File: src/rtl/keypad_time_encoder.sv
// Keypad to BCD time-entry encoder: sync, optional debounce, shift-in digits.
// Optional build macro: MICROWAVE_DEBOUNCE_EN (adds DEBOUNCE state + counter).
//
// Ports:
//   clk        in   system clock, rising edge
//   reset      in   synchronous active-high reset
//   keypad     in   [9:0] raw key lines, bit n = digit key n, async to clk
//   enable     in   1 = entry allowed; 0 = commits ignored, FSM still tracks keys
//   clear      in   synchronous clear of digits and digit count
//   units_sec  out  [3:0] BCD seconds units
//   tens_sec   out  [3:0] BCD seconds tens
//   minutes    out  [3:0] BCD minutes
//   key_valid  out  one-cycle pulse per committed key
//   full       out  three digits entered
//   time_valid out  tens_sec <= 5 (combinational)
//
// Parameter:
//   DEBOUNCE_CYCLES  stable cycles before commit (>=1), debounce build only
module keypad_time_encoder #(
  parameter int DEBOUNCE_CYCLES = 16
) (
  input  logic       clk,
  input  logic       reset,
  input  logic [9:0] keypad,
  input  logic       enable,
  input  logic       clear,
  output logic [3:0] units_sec,
  output logic [3:0] tens_sec,
  output logic [3:0] minutes,
  output logic       key_valid,
  output logic       full,
  output logic       time_valid
);

  typedef enum logic [1:0] {
    S_IDLE     = 2'd0,
    S_DEBOUNCE = 2'd1,
    S_WAIT     = 2'd2
  } state_t;

  // Two-flop synchroniser; r_sync2 is the "ks" key vector.
  logic [9:0] r_sync1;
  logic [9:0] r_sync2;

  state_t     r_state;

  logic [3:0] r_units;
  logic [3:0] r_tens;
  logic [3:0] r_mins;
  logic [1:0] r_count;
  logic       r_full;
  logic       r_key_valid;

  logic       w_onehot;
  logic [3:0] w_code;
  logic       w_commit;

`ifdef MICROWAVE_DEBOUNCE_EN
  localparam int CW = $clog2(DEBOUNCE_CYCLES + 1);
  localparam logic [CW-1:0] CNT_LAST = CW'(DEBOUNCE_CYCLES - 1);

  logic [9:0]    r_key_hold;
  logic [CW-1:0] r_cnt;
  logic          w_match;
`else
  localparam int unused_debounce = DEBOUNCE_CYCLES;
`endif

  // Exactly one key down; multi-key chords are ignored.
  always_comb begin
    w_onehot = (r_sync2 != 10'd0) &&
               ((r_sync2 & (r_sync2 - 10'd1)) == 10'd0);
  end

  // One-hot to BCD; only meaningful when w_onehot.
  always_comb begin
    w_code = 4'd0;
    for (int n = 0; n < 10; n++) begin
      if (r_sync2[n]) begin
        w_code = 4'(n);
      end
    end
  end

`ifdef MICROWAVE_DEBOUNCE_EN
  always_comb begin
    w_match  = (r_sync2 == r_key_hold);
    w_commit = (r_state == S_DEBOUNCE) && w_match &&
               (r_cnt == CNT_LAST);
  end
`else
  always_comb begin
    w_commit = (r_state == S_IDLE) && w_onehot;
  end
`endif

  // Synchroniser and key-tracking FSM.
  always_ff @(posedge clk) begin
    if (reset) begin
      r_sync1    <= 10'd0;
      r_sync2    <= 10'd0;
      r_state    <= S_IDLE;
`ifdef MICROWAVE_DEBOUNCE_EN
      r_key_hold <= 10'd0;
      r_cnt      <= '0;
`endif
    end else begin
      r_sync1 <= keypad;
      r_sync2 <= r_sync1;
      case (r_state)
        S_IDLE: begin
          if (w_onehot) begin
`ifdef MICROWAVE_DEBOUNCE_EN
            r_key_hold <= r_sync2;
            r_cnt      <= '0;
            r_state    <= S_DEBOUNCE;
`else
            r_state    <= S_WAIT;
`endif
          end
        end
`ifdef MICROWAVE_DEBOUNCE_EN
        S_DEBOUNCE: begin
          if (!w_match) begin
            r_state <= S_IDLE;
          end else if (r_cnt == CNT_LAST) begin
            r_state <= S_WAIT;
          end else begin
            r_cnt <= r_cnt + 1'b1;
          end
        end
`endif
        S_WAIT: begin
          // A held key commits once; wait for all keys up.
          if (r_sync2 == 10'd0) begin
            r_state <= S_IDLE;
          end
        end
        default: begin
          r_state <= S_IDLE;
        end
      endcase
    end
  end

  // Digit shift register, digit count and key_valid pulse.
  always_ff @(posedge clk) begin
    if (reset) begin
      r_units     <= 4'd0;
      r_tens      <= 4'd0;
      r_mins      <= 4'd0;
      r_count     <= 2'd0;
      r_full      <= 1'b0;
      r_key_valid <= 1'b0;
    end else begin
      r_key_valid <= 1'b0;
      if (clear) begin
        // Clear wins; a same-edge commit is dropped entirely.
        r_units <= 4'd0;
        r_tens  <= 4'd0;
        r_mins  <= 4'd0;
        r_count <= 2'd0;
        r_full  <= 1'b0;
      end else if (w_commit && enable) begin
        r_key_valid <= 1'b1;
        if (!r_full) begin
          r_mins  <= r_tens;
          r_tens  <= r_units;
          r_units <= w_code;
          r_count <= r_count + 2'd1;
          r_full  <= (r_count == 2'd2);
        end
      end
    end
  end

  assign units_sec  = r_units;
  assign tens_sec   = r_tens;
  assign minutes    = r_mins;
  assign key_valid  = r_key_valid;
  assign full       = r_full;
  assign time_valid = (r_tens <= 4'd5);

endmodule

File: config.mk
export PLATFORM = sky130hd
export DESIGN_NAME = keypad_time_encoder
export DESIGN_NICKNAME = d
export VERILOG_FILES = /design/src/rtl/keypad_time_encoder.sv
export SDC_FILE = /design/constraint.sdc
export NUM_CORES = 1
export LEC_CHECK = 0
export ABC_CLOCK_PERIOD_IN_PS = 2700
export CAP_MARGIN = 15
export CORE_MARGIN = 8
export CORE_UTILIZATION = 49
export DETAILED_ROUTE_END_ITERATION = 10
export PLACE_DENSITY = 0.84
export SETUP_SLACK_MARGIN = 0.02
export SYNTH_ARGS = -nofsm -noshare
export SYNTH_HDL_FRONTEND = slang
export SYNTH_SLANG_ARGS = --single-unit
File: constraint.sdc
create_clock -name clk -period 2.7 [get_ports clk]
set_input_delay 0.405 -clock clk [delete_from_list [all_inputs] [get_ports clk]]
set_output_delay 0.405 -clock clk [all_outputs]
set_load 0.02 [all_outputs]
-- After elaboration in Yosys (flattened, before gate mapping)
Cells that the tools add are included.
- input bits: 14
- logic and storage cells: 42
- output and inout port bits: 15
- register bits: 38
- eq/ne operators: 4
- add/sub/neg operators: 2
- muxes and demuxes: 14
- $lt $le $gt $ge: 1
- reductions and logical operators: 10
- bitwise gates (word level): 2
- operators by type and width (operator ; count):
    $mux 4 ; 8
    $logic_not 10->1 ; 2
    $and 10x10->10 ; 1
    $reduce_bool 10->1 ; 1
    $sub 10x1->10 const B ; 1
    $eq 2x2->1 const B ; 2
    $le 4x3->1 const B ; 1
    $mux 2 ; 2
    $ne 2x2->1 const B ; 2
    $pmux 2 s2 ; 1
    $reduce_and 2->1 ; 2
    $logic_and 1x1->1 ; 3
    $mux 1 ; 3
    $add 2x1->2 const B ; 1
    $logic_not 2->1 ; 1
    $reduce_or 2->1 ; 1
    $not 1->1 ; 1

-- Logic depth before layout (Yosys ltp)
Gate-level depths: netlist of run 1.
- depth after elaboration: 9
- gate-level depth with buffers: 6
- mapped depth without buffers: 5

-- Least setup slack after synthesis of run 1
No wires, ideal clock.
- path type: register to register
- start point: register r_sync2[3]
- end point: register r_units[3] (netlist: units_sec[3])
- period minus slack after synthesis: 1.864 ns
- arrival time: 1.743 ns
- buffers on the path: 1
- required time: 2.578 ns
- stages on the path, launching flop included: 7
- path slack: 0.836 ns
- setup time: 0.122 ns
- cells stage by stage: dfxtp_1 -> or4_4 -> nor4b_1 -> o22a_2 -> nand3_4 -> buf_6 -> mux2i_1
- cells in the longest elaborated chain, start to end: 7
- elaborated cells between the ends (all ways): 15
- those cells by class: add/sub: 1; mux: 7; bitwise: 1; reduce/logical: 6
- ends and longest elaborated chain (item ; RTL line ; source):
    from (decl) ; 43 ; logic [9:0] r_sync2;
    from (signal assigned) ; 109 ; r_sync2 <= r_sync1;
    $sub 10x1->10 or $mux 4 (tied branches) ; 72, 79 ;
    $and 10x10->10 or $mux 4 (tied branches) ; 72, 79 ;
    $logic_not 10->1 or $mux 4 (tied branches) ; 72, 79 ;
    $logic_and 1x1->1 or $mux 4 (tied branches) ; 71, 79 ;
    $logic_and 1x1->1 or $mux 4 (tied branches) ; 93, 79 ;
    $logic_and 1x1->1 or $mux 4 (tied branches) ; 164, 79 ;
    $reduce_and 2->1 (no line) or $mux 4 (tied branches) ; n/a ;
    to (signal assigned) ; 169 ; r_units <= w_code;
    to (decl) ; 47 ; logic [3:0] r_units;
Several ways; a longest one is shown, not always the timed one.
A chain may end at the register's enable or synchronous reset.

-- Worst setup path in the final report of run 1
- start point: register r_sync2[2]
- end point: register r_units[0] (netlist: units_sec[0])
- cells in the longest elaborated chain, start to end: 8
- elaborated cells between the ends (all ways): 16
- those cells by class: add/sub: 1; mux: 8; bitwise: 1; reduce/logical: 6
- ends and longest elaborated chain (item):
    branches (longest 8 deep; another with $sub 10x1->10)
Parallel ways; which one is timed is not known.

==> results.py, run 1 <==
metrics = {
    "cells_and_area": {
        "nets": 179,
        "fillerInstances": 234,
        "antenna_cells": 0,
        "final_cell_area_sq_um": 1770,
        "drive_gt1_share_pct": 8.48,
        "layout_commonest_cell": "dfxtp_1",
        "final_cell_mix": "dfxtp_1, clkdlybuf4s50_1, nor2b_1, nand2_1, mux2i_1",
        "syn2layout_area_growth_pct": 28.5,
    },
    "routing": {
        "drc": 0,
        "drt_iter0_markers": 31,
        "dr.pass1.iters": 4,
        "vias_per_cell": 5.10,
        "antenna_left": 0,
        "wire_per_inst_um": 12.3,
        "wirelength_um": 2410,
        "vias": 1000,
    },
    "synthesis": {
        "synth.avg_cell_area_sq_um": 10.4,
        "ys_seq_area_share_pct": 53.7,
        "synthesis.area_sq_um": 1380,
        "synth-seq-cells": 37,
        "synth_cell_types": 33,
        "ys_warn_count": 0,
        "netlist_instances": 132,
        "syn_nets": 147,
    },
    "flow_run": {
        "max_cap_violations": 0,
    },
    "cts": {
        "clk_transition_reported_paths_ns": 0.10,
        "cts_resized": 0,
        "post-cts-setup-buffers": 0,
        "numCtsBuffers": 5,
        "cts.path.max_buffers": 2,
        "clock_sinks": 37,
        "cts_hold_buf": 0,
        "h-tree-depth": 2,
        "worst_skew_pair.late_latency_ns": 0.33,
        "cts_tree": "built",
        "clockRootBuffer": "clkbuf_4",
    },
    "timing": {
        "fin_worst_skew_ns": 0.00366,
        "max_freq_mhz": 476,
        "tightest_slew_ns": 0.516,
        "finalSetupTns_ns": 0,
        "setup_viol": 0,
        "slew_viol_final": 0,
        "period_share_pct": 77.7,
        "finalHoldViolations": 0,
        "min_period_ns": 2.10,
        "slew_headroom_pct": 65.1,
        "rsz0062_at_grt": "no",
    },
    "worst_hold_path": {
        "hold_path_depth": 1,
        "hold_path_class": "reg2reg",
    },
    "setup_path": {
        "r2r_cells": 5,
        "cpLargestDelayFamily": "compound AO/OA/AOI/OAI gates",
        "slowest_delay_ns": 0.57,
        "cp.depth": 5,
        "crit_fanout": 14,
        "end_kind": "register",
        "cpMaxStageDelayCell": "or4_4",
        "critPathKind": "reg2reg",
        "path_cells": "or4_4 > a2111oi_0 > a21o_2 > nand3_4 > a22o_1",
        "required_ns": 2.93,
        "cp_data_arrival_time_ns": 2.33,
        "cp_num_buf_inv": 0,
        "startpoint_type": "register",
    },
    "floorplan": {
        "die_w_um": 69.0,
        "start_util_pct": 50.9,
        "fp.dieArea_sq_um": 4770,
        "fp.dieH_um": 69.0,
        "num_rows": 19,
        "core_area_sq_um": 2710,
        "io_pins": 29,
    },
    "global_route": {
        "grt_pass1_wl_um": 4090,
        "antenna_found_initial": 0,
        "grt_max_degree": 23,
        "grt_overflow": 0,
        "grt_util_all_layers_pct": 10.0,
        "grt_pass1_vias": 932,
    },
    "pwr": {
        "p_leak_nw": 0.730,
        "ir_drop_mv": 0.523,
        "p_per_area_nw_per_um2": 604,
    },
    "placement": {
        "portBuffers": 28,
        "dpl_cell_area_sq_um": 1690,
        "place.gp.congestion": 0.812,
        "dp_hpwl_um": 1840,
    },
    "outcome": {
        "status": "complete, no violations",
    },
}
-- through the flow --
| stage | power (mW) | worst slack (ns) | util (%) | std cells | hold slack [ns] |
|---|---|---|---|---|---|
| after floorplan | 0.662 | 0.836 | - | 132 | 0.414 |
| after CTS | 1.08 | 0.589 | 65.4 | 196 | 0.447 |
| after detailed placement | 0.696 | 0.616 | 62.2 | 188 | 0.423 |
| after global placement | 0.692 | 0.675 | 62.2 | 188 | 0.419 |
| after global routing | 1.11 | 0.516 | 65.4 | 196 | 0.464 |
| final | 1.07 | 0.601 | 65.4 | 196 | 0.444 |
-- final cells by class --
type / count / area (sq um) / share of cell area [%]
clock buffers: 7 / 55.1 / 3.11
clock inverters: 1 / 30.0 / 1.69
inverters: 4 / 15.0 / 0.847
multi-input cells: 86 / 597 / 33.7
flip-flops and latches: 37 / 741 / 41.8
well taps: 31 / 38.8 / 2.19
repair buffers: 30 / 295 / 16.7
-- sequential cells by signal, summed over array words and instances (netlist names) --
signal     flops
r_count        2
r_state        1
key_valid      1
r_sync2       10
r_sync1       10
minutes        4
tens_sec       4
full           1
units_sec      4
-- cells by family (layout without fill, tap and decap cells) --
| group | count (synthesis) | in the layout | share of synthesized area [%] |
|---|---|---|---|
| AO/OA/AOI/OAI | 15 | 15 | 8.44 |
| adder cells (fa/ha/maj) | 2 | 2 | 1.63 |
| buffers and inverters | 9 | 42 | 2.99 |
| flip-flops | 37 | 37 | 53.7 |
| multiplexers | 13 | 13 | 9.44 |
| AND/OR/NAND/NOR | 56 | 56 | 23.8 |
-- worst paths after layout --
check,slack [ns],end,start
setup / recovery,0.60,units_sec[0]$_SDFFE_PP0P_,r_sync2[2]$_SDFF_PP0_
hold / removal,0.44,r_sync2[8]$_SDFF_PP0_,r_sync1[8]$_SDFF_PP0_
setup reg to reg,0.60,units_sec[0]$_SDFFE_PP0P_,r_sync2[2]$_SDFF_PP0_
hold reg to reg,0.44,r_sync2[8]$_SDFF_PP0_,r_sync1[8]$_SDFF_PP0_
-- routing by layer --
layer  track usage, %  vias to the layer above  share of wire (%)
met5                0                        -                  0
met4             2.05                        0                  0
met3             5.58                        0                6.7
met2             17.6                       32                 50
met1             10.1                      448                 44
li1                 -                      520                  -
-- report_power, final --
group          internal (mW)  leakage [nW]  switching [mW]
logic                 0.0585         0.382          0.0487
registers              0.564         0.303          0.0120
clock network          0.221        0.0455           0.165
total                  0.844         0.730           0.226
-- synthesized netlist by cell type --
master | instances | share of area, %
dfxtp_1 | 37 | 54
nor2_1 | 5 | 1.4
o21a_1 | 1 | 0.54
a21o_2 | 1 | 0.64
nor4bb_1 | 1 | 0.73
buf_6 | 1 | 0.82
inv_1 | 4 | 1.1
o311a_1 | 1 | 0.73
and3_1 | 1 | 0.45
maj3_1 | 1 | 0.73
nand3_1 | 1 | 0.36
o21bai_1 | 1 | 0.54
nor2b_1 | 22 | 10
mux2i_1 | 13 | 9.4
a22o_1 | 2 | 1.3
nor4_2 | 1 | 0.91
or3_1 | 1 | 0.45
o21ai_0 | 1 | 0.36
ha_1 | 1 | 0.91
a2111oi_0 | 1 | 0.64
nor3_1 | 3 | 1.1
clkbuf_1 | 4 | 1.1
or4_1 | 1 | 0.54
nor4b_1 | 2 | 1.3
o311ai_0 | 1 | 0.64
and2_1 | 1 | 0.45
or4_4 | 1 | 0.82
o31ai_1 | 1 | 0.54
a21oi_1 | 2 | 0.73
nand2_1 | 15 | 4.1
nand3_4 | 1 | 1.3
a211oi_1 | 2 | 1.1
o22a_2 | 1 | 0.73
Power figures use the tool's default switching activity.
==> run 2: changes to the inputs <==
--- a/config.mk
+++ b/config.mk
@@ -5,12 +5,12 @@
 export SDC_FILE = /design/constraint.sdc
 export NUM_CORES = 1
 export LEC_CHECK = 0
-export ABC_CLOCK_PERIOD_IN_PS = 2700
+export ABC_CLOCK_PERIOD_IN_PS = 1700
 export CAP_MARGIN = 15
 export CORE_MARGIN = 8
-export CORE_UTILIZATION = 49
+export CORE_UTILIZATION = 44
 export DETAILED_ROUTE_END_ITERATION = 10
-export PLACE_DENSITY = 0.84
+export PLACE_DENSITY = 0.8
 export SETUP_SLACK_MARGIN = 0.02
 export SYNTH_ARGS = -nofsm -noshare
 export SYNTH_HDL_FRONTEND = slang
==> constraint.sdc (replaced) <==
create_clock -name clk -period 1.7 [get_ports clk]
set_input_delay 0.255 -clock clk [delete_from_list [all_inputs] [get_ports clk]]
set_output_delay 0.255 -clock clk [all_outputs]
set_load 0.02 [all_outputs]
==> results.py, run 2 (synthesis results as in run 1) <==
metrics = {
    "cts": {
        "numCtsBuffers": 5,
        "cts.path.max_buffers": 2,
        "clk_transition_reported_paths_ns": 0.11,
        "h-tree-depth": 2,
        "clockRootBuffer": "clkbuf_4",
        "worst_skew_pair.late_latency_ns": 0.34,
        "cts_tree": "built",
        "clock_sinks": 37,
        "cts_hold_buf": 0,
    },
    "flow_run": {
        "max_cap_violations": 0,
    },
    "pwr": {
        "finalPower_mw": 1.88,
        "p_leak_nw": 0.830,
        "p_per_area_nw_per_um2": 956,
        "ir_drop_mv": 0.519,
    },
    "timing": {
        "fin_worst_skew_ns": 0.00984,
        "setup_viol": 17,
        "slew_viol_final": 0,
        "tightest_slew_ns": 0.523,
        "rsz0062_at_grt": "yes",
        "min_period_ns": 1.92,
        "period_share_pct": 113,
        "finalHoldViolations": 0,
        "slew_headroom_pct": 64.6,
        "max_freq_mhz": 521,
        "setup_slack_ns": -0.220,
    },
    "setup_path": {
        "worstReg2RegStart": "r_sync2[2]$_SDFF_PP0_",
        "startpoint_type": "register",
        "cp_data_arrival_time_ns": 2.18,
        "path_cells": "or4_4 > nor4b_4 > o22a_2 > nand3_4 > buf_6 > mux2i_1",
        "r2r_cells": 6,
        "cpLargestDelayFamily": "simple AND/OR/NAND/NOR gates",
        "cp_num_buf_inv": 1,
        "end_kind": "register",
        "ff2ff_setup_slack_ns": -0.22,
        "slowest_delay_ns": 0.60,
        "cpMaxStageDelayCell": "or4_4",
        "crit_fanout": 5,
        "regToRegEndpoint": "minutes[1]$_SDFFE_PP0P_",
        "critPathKind": "reg2reg",
        "required_ns": 1.96,
    },
    "routing": {
        "drt_iter0_markers": 36,
        "vias_per_cell": 4.92,
        "dr.pass1.iters": 4,
        "antenna_left": 0,
        "wirelength_um": 2730,
        "vias": 1102,
        "wire_per_inst_um": 12.2,
        "drc": 0,
    },
    "cells_and_area": {
        "fin_util_pct": 65.0,
        "layout_commonest_cell": "dfxtp_1",
        "reg_top3": "r_sync1 x10, r_sync2 x10",
        "antenna_cells": 0,
        "final_cell_mix": "dfxtp_1, clkdlybuf4s50_1, nor2b_1, nand2_1, buf_4",
        "multi_input_area_sq_um": 637,
        "seq_area_sq_um": 742,
        "nets": 194,
        "drive_gt1_share_pct": 19.4,
        "fillerInstances": 262,
        "syn2layout_area_growth_pct": 42.8,
    },
    "floorplan": {
        "fp.dieH_um": 72.0,
        "io_pins": 29,
        "num_rows": 20,
        "start_util_pct": 45.5,
        "die_w_um": 72.0,
        "fp.dieArea_sq_um": 5180,
        "core_area_sq_um": 3030,
    },
    "global_route": {
        "antenna_found_initial": 0,
        "grt_max_degree": 23,
        "grt_pass1_vias": 1144,
        "grt_pass1_wl_um": 4800,
        "grt_util_all_layers_pct": 11.7,
        "grt_overflow": 0,
    },
    "outcome": {
        "violations": "setup timing",
        "status": "finished with violations",
    },
    "worst_hold_path": {
        "min_to": "r_sync2[8]$_SDFF_PP0_",
        "hold_path_class": "reg2reg",
        "hold_path_depth": 1,
        "worstHoldStart": "r_sync1[8]$_SDFF_PP0_",
    },
    "placement": {
        "dp_hpwl_um": 2100,
        "place.gp.congestion": 0.852,
        "portBuffers": 28,
    },
}
==> run 2: stage by stage <==
stage               worst slack (ns)  hold slack (ns)  TNS, ns  instance area (sq um)  cells
global placement              -0.125            0.419    -1.69                   1830    216
global route                  -0.293            0.434    -4.15                   1970    224
finish                        -0.220            0.445    -2.96                   1970    224
detailed placement            -0.239            0.421    -2.83                   1830    216
CTS                           -0.243            0.444    -3.33                   1970    224
floorplan                     -0.128            0.327    -1.38                   1400    132
==> run 2: layout make-up <==
class	count	share of cell area (%)
inverter	4	0.762
multi-input combinational	86	32.3
clock inverter	3	3.30
clock buffer	5	1.91
sequential	37	37.7
tap	44	2.80
timing repair buffer	45	21.2
==> run 2: what timing repair did <==
action	in CTS	in global routing
gates resized for setup	6	1
buffers inserted	0	0
pin swaps	3	1
endpoints found under the setup margin	18	17
gates cloned	0	0
==> run 2: worst max-delay path by stage <==
stage	startpoint	end	slack, ns	cells after the start
global route	r_sync2[2]$_SDFF_PP0_	minutes[1]$_SDFFE_PP0P_	-0.29	6
floorplan	r_sync2[0]$_SDFF_PP0_	units_sec[3]$_SDFFE_PP0P_	-0.13	6
CTS	r_sync2[2]$_SDFF_PP0_	tens_sec[0]$_SDFFE_PP0P_	-0.24	6
detailed placement	r_sync2[0]$_SDFF_PP0_	minutes[1]$_SDFFE_PP0P_	-0.24	6
global placement	r_sync2[0]$_SDFF_PP0_	units_sec[1]$_SDFFE_PP0P_	-0.12	6
finish	r_sync2[2]$_SDFF_PP0_	minutes[1]$_SDFFE_PP0P_	-0.22	6
==> run 2: power by group <==
group          internal [mW]  total, mW  switching, mW
clock                  0.455      0.738          0.283
sequential             0.897      0.912         0.0150
combinational          0.135      0.234         0.0989
==> run 2: routing by layer <==
layer  wire [um]  global-route usage [%]
met5           0                       0
met4          76                    5.67
met3         191                    5.23
met2        1470                    22.5
met1         997                    9.85
==> run 3: changes to the inputs <==
--- a/config.mk
+++ b/config.mk
@@ -11,7 +11,7 @@
 export CORE_UTILIZATION = 44
 export DETAILED_ROUTE_END_ITERATION = 10
 export PLACE_DENSITY = 0.8
-export SETUP_SLACK_MARGIN = 0.02
+export SETUP_SLACK_MARGIN = 0.15
 export SYNTH_ARGS = -nofsm -noshare
 export SYNTH_HDL_FRONTEND = slang
 export SYNTH_SLANG_ARGS = --single-unit
==> results.py, run 3 (synthesis results as in run 1) <==
metrics = {
    "cts": {
        "cts.path.max_buffers": 2,
        "clockRootBuffer": "clkbuf_4",
        "cts_hold_buf": 0,
        "worst_skew_pair.late_latency_ns": 0.33,
        "numCtsBuffers": 5,
        "clock_sinks": 37,
        "cts_tree": "built",
        "h-tree-depth": 2,
        "clk_transition_reported_paths_ns": 0.10,
        "post-cts-setup-buffers": 0,
    },
    "placement": {
        "dpl_cell_area_sq_um": 1830,
        "portBuffers": 28,
        "dp_cells": 214,
        "dp_hpwl_um": 2080,
        "place.gp.congestion": 0.841,
    },
    "pwr": {
        "p_per_area_nw_per_um2": 851,
        "pwr-share-comb_pct": 14.0,
        "ir_drop_mv": 0.591,
        "p_leak_nw": 0.934,
        "p_clk_share_pct": 30.7,
        "p_sw_share_pct": 23.2,
        "power_frac_seq_pct": 55.3,
        "p_int_mw": 1.27,
        "switchingPower_uw": 383,
    },
    "global_route": {
        "grt_overflow": 0,
        "antenna_found_initial": 0,
        "grt_pass1_wl_um": 4550,
        "grt_util_all_layers_pct": 11.0,
        "grt_pass1_vias": 1082,
        "grt_max_degree": 23,
    },
    "worst_hold_path": {
        "hold_path_class": "reg2reg",
        "worstHoldStart": "r_sync1[7]$_SDFF_PP0_",
        "min_to": "r_sync2[7]$_SDFF_PP0_",
        "hold_path_depth": 1,
    },
    "setup_path": {
        "regToRegEndpoint": "units_sec[1]$_SDFFE_PP0P_",
        "cp_data_arrival_time_ns": 2.11,
        "path_cells": "or4_4 > nor4b_2 > o22a_2 > nand3_4 > buf_12 > mux2i_1",
        "cp_num_buf_inv": 1,
        "critPathKind": "reg2reg",
        "required_ns": 1.92,
        "cpLargestDelayFamily": "simple AND/OR/NAND/NOR gates",
        "cpMaxStageDelayCell": "or4_4",
        "startpoint_type": "register",
        "end_kind": "register",
        "crit_fanout": 9,
        "r2r_cells": 6,
        "slowest_delay_ns": 0.60,
        "ff2ff_setup_slack_ns": -0.20,
        "cp.depth": 6,
        "worstReg2RegStart": "r_sync2[2]$_SDFF_PP0_",
    },
    "floorplan": {
        "core_area_sq_um": 3030,
        "start_util_pct": 45.5,
        "num_rows": 20,
        "die_w_um": 72.0,
        "fp.dieH_um": 72.0,
        "fp.dieArea_sq_um": 5180,
        "io_pins": 29,
    },
    "timing": {
        "period_share_pct": 112,
        "setup_viol": 17,
        "max_freq_mhz": 527,
        "tightest_slew_ns": 0.514,
        "fin_worst_skew_ns": 0.00485,
        "rsz0062_at_grt": "yes",
        "setup_slack_ns": -0.199,
        "slew_viol_final": 0,
        "finalHoldViolations": 0,
        "min_period_ns": 1.90,
        "hold_ws_ns": 0.446,
        "slew_headroom_pct": 65.3,
        "finalSetupTns_ns": -2.71,
    },
    "cells_and_area": {
        "drive_gt1_share_pct": 19.1,
        "antenna_cells": 0,
        "syn2layout_area_growth_pct": 40.6,
        "reg_top3": "r_sync1 x10, r_sync2 x10",
        "layout_commonest_cell": "dfxtp_1",
        "final_cells": 222,
        "final_cell_area_sq_um": 1940,
        "final_cell_mix": "dfxtp_1, nor2b_1, nand2_1, clkdlybuf4s50_1",
        "nets": 192,
    },
    "routing": {
        "antenna_left": 0,
        "wire_per_inst_um": 12.1,
        "wl_met2_um": 1410,
        "wl_met1_um": 1050,
        "wl_met3_um": 171,
        "dr.pass1.iters": 4,
        "vias": 1065,
        "top_layer": "met4",
        "drc": 0,
        "wirelength_um": 2690,
        "drt_iter0_markers": 46,
        "vias_per_cell": 4.80,
    },
    "flow_run": {
        "max_cap_violations": 0,
    },
    "outcome": {
        "violations": "setup timing",
        "status": "finished with violations",
    },
}
## run 3: changes by cell type in the layout (fill, tap and decap cells not counted), moves of 2 or more
cell	previous run	this run
clkbuf_8	0	2
dlymetal6s2s_1	0	5
clkdlybuf4s50_1	27	14
bufinv_16	2	0
dlygate4sd2_1	1	9
buf_6	3	1
## run 3: timing repair
action,CTS,global route
resized for setup,14,5
setup endpoints to repair,26,22
pin swaps,2,2
endpoints found under the hold margin,0,0
## run 3: worst max-delay path by stage
| stage | start | endpoint | slack, ns |
|---|---|---|---|
| 2_1_floorplan | r_sync2[0]$_SDFF_PP0_ | units_sec[3]$_SDFFE_PP0P_ | -0.13 |
| 3_3_place_gp | r_sync2[0]$_SDFF_PP0_ | units_sec[1]$_SDFFE_PP0P_ | -0.14 |
| 3_5_place_dp | r_sync2[0]$_SDFF_PP0_ | minutes[0]$_SDFFE_PP0P_ | -0.23 |
| 4_1_cts | r_sync2[2]$_SDFF_PP0_ | units_sec[1]$_SDFFE_PP0P_ | -0.21 |
| 5_1_grt | r_sync2[2]$_SDFF_PP0_ | minutes[0]$_SDFFE_PP0P_ | -0.27 |
| 6_report | r_sync2[2]$_SDFF_PP0_ | units_sec[1]$_SDFFE_PP0P_ | -0.20 |
## run 3: power groups by stage
| stage | clock [mW] | sequential (mW) | combinational (mW) |
|---|---|---|---|
| floorplan | 0 | 0.937 | 0.124 |
| global placement | 0 | 0.929 | 0.211 |
| detailed placement | 0 | 0.931 | 0.220 |
| CTS | 0.521 | 0.912 | 0.232 |
| global route | 0.557 | 0.915 | 0.250 |
| finish | 0.507 | 0.912 | 0.232 |
## run 3: per-layer routing
layer | vias to the layer above | global-route usage (%)
li1 | 541 | -
met1 | 485 | 10.2
met2 | 32 | 20.2
met3 | 7 | 4.41
met4 | 0 | 5.90
met5 | - | 0
## run 3: cell type report
| type | count | area, sq um |
|---|---|---|
| Multi-Input combinational cell | 86 | 646 |
| Tap cell | 44 | 55.1 |
| Clock inverter | 1 | 5.00 |
| Fill cell | 266 | 1090 |
| Clock buffer | 7 | 65.1 |
| Inverter | 4 | 15.0 |
| Timing Repair Buffer | 43 | 410 |
| Sequential cell | 37 | 742 |
## run 3: worst reg2reg max path, cell delays in order, from the launching register on
cell and delay, ns:
dfxtp_2 0.33, or4_4 0.60, nor4b_2 0.23, o22a_2 0.21, nand3_4 0.11, buf_12 0.19, mux2i_1 0.11
## run 3: per-stage QoR
stage	util [%]	total power [mW]	setup WS, ns
2_1_floorplan	-	1.06	-0.128
3_3_place_gp	60.5	1.14	-0.137
3_5_place_dp	60.5	1.15	-0.234
4_1_cts	63.6	1.66	-0.207
5_1_grt	64.0	1.72	-0.274
6_report	64.0	1.65	-0.199
